[src/rtl/hazard_ctrl_unit.sv]
// rtl/hazard_ctrl_unit.sv - E-stage forwarding selects, load-use stall counter and branch flush control
// Optional: `define ZERO_REG_HARDWIRED_EN makes register 0 never match for forwarding or load-use.
module hazard_ctrl_unit #(
    parameter int REG_ADDR_W = 4,
    parameter int NUM_SRC    = 2,
    parameter int MEM_LAT    = 2,
    parameter int CNT_W      = 4
) (
    input  logic                          clk,
    input  logic                          rst,
    input  logic [NUM_SRC*REG_ADDR_W-1:0] srcD,
    input  logic [NUM_SRC-1:0]            srcValidD,
    input  logic [NUM_SRC*REG_ADDR_W-1:0] srcE,
    input  logic [NUM_SRC-1:0]            srcValidE,
    input  logic [REG_ADDR_W-1:0]         destE,
    input  logic                          memReadE,
    input  logic [REG_ADDR_W-1:0]         destM,
    input  logic                          regWriteM,
    input  logic [REG_ADDR_W-1:0]         destW,
    input  logic                          regWriteW,
    input  logic                          branchTaken,
    output logic                          stallF,
    output logic                          stallD,
    output logic                          flushF,
    output logic                          flushD,
    output logic                          flushE,
    output logic [2*NUM_SRC-1:0]          fwdSel,
    output logic [CNT_W-1:0]              stallCnt
);

    typedef enum logic {S_IDLE, S_STALL} state_t;

    localparam logic [CNT_W-1:0] LOAD_VAL = CNT_W'(MEM_LAT - 1);

    state_t             r_state;
    state_t             w_next_state;
    logic [CNT_W-1:0]   r_cnt;
    logic [CNT_W-1:0]   w_next_cnt;
    logic [2*NUM_SRC-1:0] w_fwd;
    logic               w_lu_any;
    logic               w_lu_hit;
    logic               w_stall;

    function automatic logic addr_eq(input logic [REG_ADDR_W-1:0] a,
                                     input logic [REG_ADDR_W-1:0] b);
`ifdef ZERO_REG_HARDWIRED_EN
        return (a == b) && (a != '0);
`else
        return a == b;
`endif
    endfunction

    // M result is younger than W, so it wins when both write the same register
    always_comb begin
        w_fwd = '0;
        for (int k = 0; k < NUM_SRC; k++) begin
            if (srcValidE[k] && regWriteM && addr_eq(destM, srcE[k*REG_ADDR_W +: REG_ADDR_W]))
                w_fwd[2*k +: 2] = 2'b10;
            else if (srcValidE[k] && regWriteW && addr_eq(destW, srcE[k*REG_ADDR_W +: REG_ADDR_W]))
                w_fwd[2*k +: 2] = 2'b01;
        end
    end

    always_comb begin
        w_lu_any = 1'b0;
        for (int k = 0; k < NUM_SRC; k++) begin
            if (srcValidD[k] && addr_eq(srcD[k*REG_ADDR_W +: REG_ADDR_W], destE))
                w_lu_any = 1'b1;
        end
        w_lu_hit = memReadE && w_lu_any && !branchTaken;
    end

    always_ff @(posedge clk or posedge rst) begin
        if (rst) begin
            r_state <= S_IDLE;
            r_cnt   <= '0;
        end else begin
            r_state <= w_next_state;
            r_cnt   <= w_next_cnt;
        end
    end

    // Detect cycle is the first stall cycle; STALL covers the remaining MEM_LAT-1
    always_comb begin
        w_next_state = r_state;
        w_next_cnt   = r_cnt;
        w_stall      = 1'b0;
        case (r_state)
            S_IDLE: begin
                w_next_cnt = '0;
                if (w_lu_hit) begin
                    w_stall = 1'b1;
                    if (MEM_LAT > 1) begin
                        w_next_state = S_STALL;
                        w_next_cnt   = LOAD_VAL;
                    end
                end
            end
            S_STALL: begin
                if (branchTaken) begin
                    w_next_state = S_IDLE;
                    w_next_cnt   = '0;
                end else begin
                    w_stall = 1'b1;
                    if (r_cnt <= CNT_W'(1)) begin
                        w_next_state = S_IDLE;
                        w_next_cnt   = '0;
                    end else begin
                        w_next_cnt = r_cnt - CNT_W'(1);
                    end
                end
            end
            default: begin
                w_next_state = S_IDLE;
                w_next_cnt   = '0;
            end
        endcase
    end

    assign stallF   = w_stall && !rst;
    assign stallD   = w_stall && !rst;
    assign flushE   = w_stall && !rst;
    assign flushF   = branchTaken && !rst;
    assign flushD   = branchTaken && !rst;
    assign fwdSel   = rst ? '0 : w_fwd;
    assign stallCnt = r_cnt;

endmodule

[config.mk]
export PLATFORM = sky130hd
export DESIGN_NAME = hazard_ctrl_unit
export DESIGN_NICKNAME = d
export VERILOG_FILES = /design/src/rtl/hazard_ctrl_unit.sv
export SDC_FILE = /design/constraint.sdc
export NUM_CORES = 1
export LEC_CHECK = 0
export BUFFER_PORTS_ARGS = -buffer_cell sky130_fd_sc_hd__buf_2
export CORE_MARGIN = 10
export CORE_UTILIZATION = 32
export CTS_BUF_LIST = sky130_fd_sc_hd__clkbuf_16
export DETAILED_ROUTE_END_ITERATION = 10
export HOLD_SLACK_MARGIN = 0.1
export PLACE_DENSITY = 0.79
export SYNTH_ARGS = -nofsm -noshare
export SYNTH_HDL_FRONTEND = slang
export SYNTH_SLANG_ARGS = --single-unit
[constraint.sdc]
create_clock -name clk -period 1.38 [get_ports clk]
set_clock_uncertainty 0.2 [all_clocks]
set_input_delay 0.069 -clock clk [delete_from_list [all_inputs] [get_ports clk]]
set_output_delay 0.069 -clock clk [all_outputs]
set_load 0.01 [all_outputs]
==> impl_metrics.json <==
{
  "fmax_mhz": 670.0,
  "grt_pass1_vias": 822,
  "mostFrequentLayoutCells": "buf_2, xnor2_1, nor2_1, nand3_1",
  "synth_compound_area_share_pct": 9.363,
  "fp.dieH_um": 64.31,
  "synthMuxAreaShare_pct": 0,
  "vias_per_cell": 4.747,
  "synth-adder-area-share_pct": 3.984,
  "grt_first_pass_wirelength_um": 3705,
  "ir_drop_v": 0.0007469,
  "cp-start-kind": "register",
  "ys_ff_latch": 5,
  "finalMaxSlewViolations": 0,
  "cts_buffers": 3,
  "ant_nets": 0,
  "hp-class": "in2reg",
  "hold_viol_final": 0,
  "synthXorXnorAreaFrac_pct": 36.25,
  "violations": "setup timing",
  "ioPinCount": 51,
  "routabilityCongestion": 0.8230,
  "clkLatencyLatePin_ps": 230,
  "grt_usage_pct": 10.94,
  "worstPathArrival_ps": 1400,
  "synthSimpleGateAreaFrac_pct": 24.50,
  "cp_max_fo": 3,
  "cts_sinks": 5,
  "setup_viol": 8,
  "drive_above_1_share_pct": 47.45,
  "cts_tree": "built",
  "hold_slack_ps": 55.28,
  "crit_required_ps": 1290,
  "wl_um": 2322,
  "start_util_pct": 34.86,
  "syn_nets": 115,
  "h-tree-depth": 1,
  "cp-startpoint": "stallCnt[0]",
  "place_area_um2": 922.1,
  "io_buffers": 50,
  "synth_top_family_by_area": "XOR/XNOR gates",
  "max_cap_viol_count": 0,
  "drc": 0,
  "yosys_warnings": 0,
  "timing.rr.start": "stallCnt[0]",
  "stdcell_area_um2": 1075,
  "fin_crit_sh_pct": 108.1,
  "vias": 769,
  "worst-setup-path-type": "reg2reg",
  "num_antenna_cells": 0,
  "status": "complete, but fails checks",
  "p_per_area_nw_per_um2": 761.8,
  "worst_slew_pin_slew_ps": 270.0,
  "first_iter_violations": 25,
  "antenna_found_initial": 0,
  "clockRootBuffer": "clkbuf_16",
  "synth_area_um2": 628.1,
  "clockBufferDepth": 2,
  "dp_hpwl_um": 1942,
  "rsz0062_at_grt": "yes",
  "fin_setup_tns_ps": -470.7,
  "min_from": "branchTaken",
  "num-fill-cells": 181,
  "final.setup.worst_slack_ps": -112.4,
  "p_leak_nw": 0.5197,
  "overflow": 0,
  "core_um2": 1802,
  "grt_max_degree": 7,
  "synth.avg_cell_area_um2": 8.375,
  "ctsHoldBuffers": 6,
  "clkSlewWorstSetupHoldPaths_ps": 30,
  "final_common_cell": "buf_2",
  "finalCriticalPeriod_ps": 1492,
  "syn2layout_area_growth_pct": 71.12,
  "synth_cell_types": 21,
  "die_area_um2": 4135,
  "routedWlPerCell_um": 14.33,
  "fin_nets": 178,
  "seq_area_frac_synth_pct": 19.92,
  "firstDrtPassIters": 4,
  "die_w_um": 64.31,
  "end_kind": "register",
  "max_slew_margin_pct": 81.96,
  "fp-row-count": 15,
  "synthCells": 75
}
flip-flops by register name, summed over array words and instances (netlist names):
name,count
r_state,1
stallCnt,4
logic make-up after synthesis:
family	count (synthesis)
compound gates	5
xor+xnor	26
fa+ha+maj	2
buf+inv	7
flops	5
simple gates	30
per-layer routing:
layer	share of wire, %	vias to the layer above	GRT usage (%)
met5	0	-	0
met3	5.1	2	4.007
li1	-	376	-
met2	59	24	21.31
met4	0.60	0	3.209
met1	35	367	10.30
critical path: stages, from the launching register on:
cell and delay (ps):
dfrtp_1 400, inv_1 70, ha_2 180, nor2_2 50
o311ai_4 250, buf_4 170, nor2_1 40
area by class of cell:
cell class | instances | area [um^2] | area share [%]
Clock buffer | 3 | 75.07 | 6.985
Clock inverter | 1 | 3.754 | 0.3492
Inverter | 4 | 15.01 | 1.397
Multi-Input combinational cell | 63 | 479.2 | 44.59
Sequential cell | 5 | 125.1 | 11.64
Tap cell | 25 | 31.28 | 2.910
Timing Repair Buffer | 61 | 345.3 | 32.13
metrics by stage:
step           util (%)  total power [mW]  worst slack, ps  std cells
5_1_grt           59.65            0.8593           -193.7        162
3_5_place_dp      51.18            0.3394           -89.47        151
4_1_cts           59.72            0.8248           -113.1        163
3_3_place_gp      51.18            0.3357           -40.63        151
2_1_floorplan         -            0.2475           -118.2         75
6_report          59.65            0.8188           -112.4        162
worst paths after layout:
kind | to | slack, ps | cells after the start
setup / recovery | stallCnt[2] | -110 | 6
hold / removal | stallCnt[0] | 60 | 4
setup reg to reg | stallCnt[2] | -110 | 6
hold reg to reg | stallCnt[3] | 430 | 2
max in group asynchronous | stallCnt[0] | 630 | 3
min in group asynchronous | r_state | 150 | 3
power by group:
part / total, mW / switching (mW) / internal (mW)
registers: 0.150 / 0.00106 / 0.149
logic: 0.207 / 0.0968 / 0.110
clock network: 0.462 / 0.0876 / 0.375
total: 0.819 / 0.185 / 0.633
timing repair:
action	4_1_cts	5_1_grt
buffers inserted	2	0
endpoints found under the hold margin	9	1
setup endpoints to repair	8	11
pin swaps	0	4
gates resized for setup	0	2
synthesized netlist by cell type (all sizes together):
library cell | instances | area share, %
a221o | 1 | 1.6
nand4 | 3 | 3.0
xor2 | 6 | 8.4
nor2 | 10 | 6.0
inv | 4 | 2.4
o311ai | 1 | 4.2
nor2b | 1 | 1.0
dfrtp | 5 | 20
o22ai | 1 | 1.0
nor3b | 2 | 2.4
and2 | 1 | 1.0
xnor2 | 20 | 28
o221ai | 1 | 1.4
buf | 3 | 3.6
nor3 | 3 | 2.4
nand2 | 1 | 0.60
ha | 2 | 4.0
nand3 | 8 | 7.2
nor4 | 1 | 1.0
o21bai | 1 | 1.2
Note: power is estimated with default switching activity, not from simulation.
